File: config.mk
export PLATFORM = sky130hd
export DESIGN_NAME = rx_parity_flat
export DESIGN_NICKNAME = d
export VERILOG_FILES = /design/src/rtl/rx_parity_if.sv /design/src/rtl/rx_parity.sv /design/src/flat_wrapper.sv
export SDC_FILE = /design/constraint.sdc
export NUM_CORES = 1
export LEC_CHECK = 0
export CORE_AREA = 4 4 41 43
export CTS_CLUSTER_DIAMETER = 80
export DETAILED_ROUTE_END_ITERATION = 10
export DIE_AREA = 0 0 45 47
export GPL_TIMING_DRIVEN = 0
export PLACE_DENSITY_LB_ADDON = 0.25
export SLEW_MARGIN = 30
export SYNTH_ARGS = -nofsm -noshare
export SYNTH_HDL_FRONTEND = slang
export SYNTH_SLANG_ARGS = --single-unit
File: constraint.sdc
create_clock -name i_Pclk -period 1.1 [get_ports i_Pclk]
set_clock_uncertainty 0.2 [all_clocks]
set_input_delay 0.33 -clock i_Pclk [delete_from_list [all_inputs] [get_ports i_Pclk]]
set_output_delay 0.33 -clock i_Pclk [all_outputs]
set_load 0.05 [all_outputs]
File: src/rtl/rx_parity_if.sv
// Frame/result bundle between the receive shift register and the parity checker.
// The master drives the frame and mode; the slave returns the registered data byte and check flag.
interface rx_parity_if;
    logic [1:0]  i_Parity;
    logic [10:0] i_Data;
    logic [7:0]  o_Data;
    logic        o_ParityOK;

    modport master (
        output i_Parity,
        output i_Data,
        input  o_Data,
        input  o_ParityOK
    );

    modport slave (
        input  i_Parity,
        input  i_Data,
        output o_Data,
        output o_ParityOK
    );
endinterface

File: src/rtl/rx_parity.sv
// Receive-side parity checker: extracts the data byte from an 11-bit frame
// and registers it together with the parity verdict for the configured mode.
module rx_parity (
    input  logic        i_Pclk,
    input  logic        i_Reset,
    rx_parity_if.slave  rx_io
);

    typedef enum logic [1:0] {
        ParNone     = 2'b00,
        ParEven     = 2'b01,
        ParOdd      = 2'b10,
        ParReserved = 2'b11
    } parity_mode_e;

    logic [7:0] data_d, data_q;
    logic       parity_ok_d, parity_ok_q;
    logic       data_xor;
    logic       par_bit;

    // Start (bit 0) and stop (bit 10) are framing concerns and deliberately unused.
    always_comb begin
        data_d      = rx_io.i_Data[8:1];
        data_xor    = ^rx_io.i_Data[8:1];
        par_bit     = rx_io.i_Data[9];
        parity_ok_d = 1'b1;
        unique case (parity_mode_e'(rx_io.i_Parity))
            ParEven:     parity_ok_d = ~(data_xor ^ par_bit);
            ParOdd:      parity_ok_d = data_xor ^ par_bit;
            ParNone:     parity_ok_d = 1'b1;
            ParReserved: parity_ok_d = 1'b1;
            default:     parity_ok_d = 1'b1;
        endcase
    end

    always_ff @(posedge i_Pclk or posedge i_Reset) begin
        if (i_Reset) begin
            data_q      <= 8'h00;
            parity_ok_q <= 1'b0;
        end else begin
            data_q      <= data_d;
            parity_ok_q <= parity_ok_d;
        end
    end

    assign rx_io.o_Data     = data_q;
    assign rx_io.o_ParityOK = parity_ok_q;

endmodule

File: src/flat_wrapper.sv
// flat-port wrapper written by rule: the top's interface ports become plain ports
module rx_parity_flat 
  (i_Pclk, i_Reset, rx_io_i_Parity, rx_io_i_Data, rx_io_o_Data, rx_io_o_ParityOK);
  rx_parity_if rx_io_i ();
  input  logic i_Pclk;
  input  logic i_Reset;
  input wire logic [$bits(rx_io_i.i_Parity)-1:0] rx_io_i_Parity;
  input wire logic [$bits(rx_io_i.i_Data)-1:0] rx_io_i_Data;
  output wire logic [$bits(rx_io_i.o_Data)-1:0] rx_io_o_Data;
  output wire logic [$bits(rx_io_i.o_ParityOK)-1:0] rx_io_o_ParityOK;
  assign rx_io_i.i_Parity = rx_io_i_Parity;
  assign rx_io_i.i_Data = rx_io_i_Data;
  assign rx_io_o_Data = rx_io_i.o_Data;
  assign rx_io_o_ParityOK = rx_io_i.o_ParityOK;
  rx_parity u_core (.i_Pclk(i_Pclk), .i_Reset(i_Reset), .rx_io(rx_io_i));
endmodule
## Word-level counts from Yosys, hierarchy flattened

Cells that the tools add are included.

| cells by class | value |
|---|---|
| bitwise gates (word level) | 2 |
| eq/ne operators | 3 |
| multiplexer cells | 1 |
| reduce and logical (&&, ||, !) cells | 3 |

Operators by type and width:

| operator | count |
|---|---|
| 8-bit XOR reduction | 1 |
| 2-bit equality test, second input constant | 2 |
| 1-bit one-hot mux with 3 select lines | 1 |
| 2-bit by 1-bit equality test with 1-bit output, second input constant | 1 |
| 2-bit zero test | 1 |
| 2-bit OR reduction | 1 |
| 1-bit inverter | 1 |
| 1-bit XOR | 1 |

| word-level totals | value |
|---|---|
| logic and storage cells | 11 |
| output and inout port bits | 9 |
| register bits after elaboration | 9 |
| bits of input ports | 15 |

## Depth between registers and ports, before layout

| depth | value |
|---|---|
| word-level depth | 4 |
| depth in mapped cells | 5 |
| depth with buffers taken out | 5 |

## Worst setup path after synthesis

Ideal clock, no wire load.

| timing | value |
|---|---|
| path kind | input-to-reg |
| start | in rx_io_i_Data[9] |
| end | reg u_core.parity_ok_q (netlist: u_core.rx_io.o_ParityOK) |
| stages on the path | 4 |
| path slack | -0.515 ns |
| arrival time | 1.329 ns |
| setup time | 0.086 ns |
| path buffers | 0 |
| required time | 0.814 ns |
| path through | xor2_1 > xnor3_1 > mux2_4 > a32oi_2 |

| between the ends | value |
|---|---|
| cells in the longest elaborated chain, start to end | 3 |

Ends and longest elaborated chain:

| item | RTL line | source |
|---|---|---|
| start: declaration | flat_wrapper.sv:8 | `input wire logic [$bits(rx_io_i.i_Data)-1:0] rx_io_i_Data;` |
| 1-bit XOR * | rx_parity.sv:28, rx_parity.sv:29 |  |
| 1-bit inverter | rx_parity.sv:28 | `ParEven: parity_ok_d = ~(data_xor ^ par_bit);` |
| 1-bit one-hot mux with 3 select lines * | rx_parity.sv:27 | `unique case (parity_mode_e'(rx_io.i_Parity))` |
| named net u_core.parity_ok_d | rx_parity.sv:17 | `logic parity_ok_d, parity_ok_q;` |
| end signal: assignment | rx_parity.sv:42 | `parity_ok_q <= parity_ok_d;` |
| end: declaration | rx_parity.sv:17 |  |

Mark *: on every way through the listed nets, which the timed path passes. The rest lies on a longest branch.

## Final worst setup path

| timing | value |
|---|---|
| start | in rx_io_i_Data[4] |
| end | reg u_core.parity_ok_q (netlist: u_core.rx_io.o_ParityOK) |

| between the ends | value |
|---|---|
| cells in the longest elaborated chain, start to end | 4 |

Ends and longest elaborated chain:

| item | RTL line | source |
|---|---|---|
| 8-bit XOR reduction * | rx_parity.sv:24 | `data_xor = ^rx_io.i_Data[8:1];` |
| 1-bit XOR * | rx_parity.sv:28, rx_parity.sv:29 |  |
| 1-bit inverter | rx_parity.sv:28 |  |
| 1-bit one-hot mux with 3 select lines * | rx_parity.sv:27 |  |
| named net u_core.parity_ok_d | rx_parity.sv:17 |  |

Marks and branches as above.

==> key figures <==
Route
  – DR iter-0 viols: 1
  – Remaining antenna violation count: 0
  – DRC violation count after routing: 0
  – Per-cell via count in the routed design: 4.343
  – Initial DRT Pass Iterations: 4
  – Via count of the routed design: 304
  – Routed length per instance: 12.77 um
  – Detailed-route wire length: 894 um

STA
  – Fin crit share: 1.395
  – Min Tclk post-route: 1.534 ns
  – Relative slew slack: 0.7839
  – Slew Viols, Final: 0
  – Worst Slack Setup Final: -0.4344 ns
  – Final hold violation count: 0
  – Maximum achievable frequency: 651.7 MHz
  – Endpoints failing setup: 10
  – RSZ-0062 raised after global routing: true
  – Worst Tran Pin Value: 0.3237 ns
  – Total Negative Setup Slacks: -2.438 ns

Floorplanning
  – Core Rows: 13
  – Core area: 0.001301 mm2
  – Die X: 45 um
  – Die boundary height: 47 um
  – Starting density of the core: 0.2981
  – Overall die area: 0.002115 mm2
  – I/O pin total: 24

Synthesis
  – Syn Inst Count: 26
  – Fraction of synthesized cell area taken by the top area cell type: 0.5806
  – Net count of the mapped netlist: 43
  – Top area cells in the synthesized netlist: sky130_fd_sc_hd__dfrtp_1, sky130_fd_sc_hd__xnor3_1, sky130_fd_sc_hd__ha_1
  – Synth Cell Area: 387.9 um2
  – Distinct cell type count of the synthesized netlist: 12
  – Number of warnings issued by yosys: 0
  – Average cell area after synthesis: 14.92 um2
  – Sequential cell area fraction in the yosys report: 0.5806
  – Number of register bits inferred by synthesis: 9
  – Largest area contributor in the netlist: sky130_fd_sc_hd__dfrtp_1

Clocking
  – TritonCTS clock tree: yes
  – Clock-pin slew of the registers on the worst-case setup and hold paths: 0.06 ns
  – Cell at the root of the clock tree: sky130_fd_sc_hd__clkbuf_4
  – Worst-case clock buffer depth: 2
  – CTS HTree Levels: 1
  – Clock sink total: 9
  – CTS Buf Count: 3

Worst setup path
  – Worst path arrival time: 1.50 ns
  – Cells traversed along the worst timing path: buf_8 -> xnor2_2 -> xnor3_2 -> mux2_4 -> a32oi_2
  – Highest fanout seen on the critical path: 3
  – Slowest stage delay, CP: 0.46 ns
  – Data required, critical path: 1.06 ns
  – Timing startpoint of the critical path: rx_io_i_Data[4]
  – Slowest cell on crit path: sky130_fd_sc_hd__xnor3_2
  – Kind of critical path: in -> reg
  – Worst Setup End Kind: flop
  – Sort of element at the start of the critical path: input port

Cells and area
  – Area used by sequential logic in the layout: 235.2 um2
  – Growth of design area from synthesis to finish: 87.74%
  – Number of nets in the final layout: 73
  – Area of the multi-input gates: 187.7 um2
  – Ant diodes: 0
  – Layout cells sized above 1: 0.6727
  – Fill cells: 122

Power
  – Internal power: 0.6584 mW
  – Static leakage power: 0.3480 nW
  – Power per cell area: 1275 mW/mm2
  – Sw Pwr: 0.2704 mW
  – Clock Power Share: 0.258
  – Comb pwr share: 0.347
  – Part of the power in registers: 0.395
  – Peak ir drop on the vdd network: 0.5937 mV
  – Total design power: 0.9288 mW
  – Switching part of the total: 0.2911

Min path
  – Worst hold path startpoint: rx_io_i_Data[6]
  – Class of the worst hold path: in -> reg

GRT
  – Wire length of the first global-routing pass: 1166 um
  – Antenna violations before repair: 0
  – GR Util All Layers: 0.08514
  – Aggregate global routing overflow: 0
  – Maximum number of pins on one net before global-route repair: 10
  – Via count of the first global-routing pass: 278

Run
  – Number of max-capacitance violations reported: 0

Status
  – Run status: finished with violations
  – Violated checks: negative setup slack

Placed design
  – Port bufs: 21
  – Last weighted congestion value of the routability-driven placer: 0.6714
-- state kept, by name (all words and copies together), names as in the netlist --
name                     count
u_core.rx_io.o_Data          8
u_core.rx_io.o_ParityOK      1
-- cell families after synthesis --
kind of cell               share of synthesized area
AOI/OAI and AO/OA                            0.04195
buffers and inverters                        0.02903
xor gates and xnor gates                      0.1839
muxes                                        0.03870
adders and majority gates                    0.06451
and+or+nand+nor                              0.06131
DFF                                           0.5807
-- Yosys cell counts --
cell type                  n
sky130_fd_sc_hd__nand2_1   2
sky130_fd_sc_hd__ha_1      2
sky130_fd_sc_hd__nor2_1    1
sky130_fd_sc_hd__xnor2_1   2
sky130_fd_sc_hd__inv_1     3
sky130_fd_sc_hd__xnor3_1   2
sky130_fd_sc_hd__mux2_4    1
sky130_fd_sc_hd__or2_1     1
sky130_fd_sc_hd__xor2_1    1
sky130_fd_sc_hd__nand2b_1  1
sky130_fd_sc_hd__a32oi_2   1
sky130_fd_sc_hd__dfrtp_1   9
-- through the flow --
step / area [um2] / hold WS [ns] / utilization / cells / setup WS [ns]
after global placement: 634.4 / 0.3959 / 0.4875 / 62 / -1.071
final: 728.2 / 0.007835 / 0.5596 / 70 / -0.4344
after global routing: 728.2 / 0.0002453 / 0.5596 / 70 / -0.4674
after CTS: 678.2 / -0.01673 / 0.5212 / 67 / -0.4540
after floorplan: 405.4 / -0.04262 / - / 26 / -0.5046
after detailed placement: 634.4 / 0.4096 / 0.4875 / 62 / -1.101
-- timing repair --
item	4_1_cts	5_1_grt
setup buffers	1	0
pin swaps	6	4
endpoints found under the hold margin	1	3
cloned	0	0
resized for setup	91	17
endpoints found under the setup margin	10	10
-- cell type report --
class	count	share of cell area
inverter	3	0.01546
clock buffer	4	0.03608
timing repair buffer	25	0.3419
multi-input combinational	14	0.2577
sequential	9	0.3230
tap	15	0.02577
-- worst max-delay path, delay by kind of cell --
| family | cells | cell delay [ns] |
|---|---|---|
| AOI/OAI and AO/OA | 1 | 0.14 |
| buffers and inverters | 1 | 0.10 |
| muxes | 1 | 0.32 |
| xor gates and xnor gates | 2 | 0.60 |
-- path summary, 6_finish.rpt --
kind / slack [ns] / cells past startpoint / end
max in group asynchronous: 0.30 / 2 / u_core.rx_io.o_Data[5]
worst max-delay path: -0.43 / 5 / u_core.rx_io.o_ParityOK
worst min-delay path: 0.008 / 1 / u_core.rx_io.o_Data[5]
min in group asynchronous: 0.14 / 2 / u_core.rx_io.o_Data[2]
-- layout by cell type (no fill, tap or decap) --
cell type	synthesis	routed
sky130_fd_sc_hd__a32oi_2	1	1
sky130_fd_sc_hd__nor2_1	1	1
sky130_fd_sc_hd__clkdlybuf4s15_2	0	1
sky130_fd_sc_hd__nand2_1	2	2
sky130_fd_sc_hd__dfrtp_1	9	1
sky130_fd_sc_hd__ha_4	0	1
sky130_fd_sc_hd__nand2b_4	0	1
sky130_fd_sc_hd__buf_2	0	2
sky130_fd_sc_hd__inv_1	3	3
sky130_fd_sc_hd__buf_6	0	12
sky130_fd_sc_hd__xnor2_2	0	2
sky130_fd_sc_hd__xor2_1	1	1
sky130_fd_sc_hd__ha_1	2	1
sky130_fd_sc_hd__clkbuf_4	0	3
sky130_fd_sc_hd__clkdlybuf4s50_1	0	3
sky130_fd_sc_hd__clkbuf_2	0	2
sky130_fd_sc_hd__clkbuf_1	0	1
sky130_fd_sc_hd__dfrtp_2	0	8
sky130_fd_sc_hd__mux2_4	1	1
sky130_fd_sc_hd__buf_4	0	1
sky130_fd_sc_hd__xnor3_2	0	1
sky130_fd_sc_hd__dlygate4sd3_1	0	3
sky130_fd_sc_hd__xnor3_1	2	1
sky130_fd_sc_hd__buf_8	0	1
sky130_fd_sc_hd__or2_1	1	1
-- power groups by stage --
stage	Sequential (mW)	Combinational (mW)	Clock, mW
floorplan	0.449	0.0980	0
global placement	0.366	0.282	0
detailed placement	0.368	0.289	0
CTS	0.367	0.299	0.243
global route	0.369	0.342	0.264
finish	0.367	0.322	0.239
-- per-layer routing --
layer | part of all wire | global-route usage | wire length [um] | up-vias
met4 | 0.031 | 0.1053 | 28 | 0
met3 | 0.077 | 0.01149 | 69 | 2
met5 | 0 | 0 | 0 | -
li1 | - | - | - | 142
met1 | 0.35 | 0.07876 | 313 | 146
met2 | 0.54 | 0.1469 | 483 | 14
Note: power is estimated with default switching activity, not from simulation.
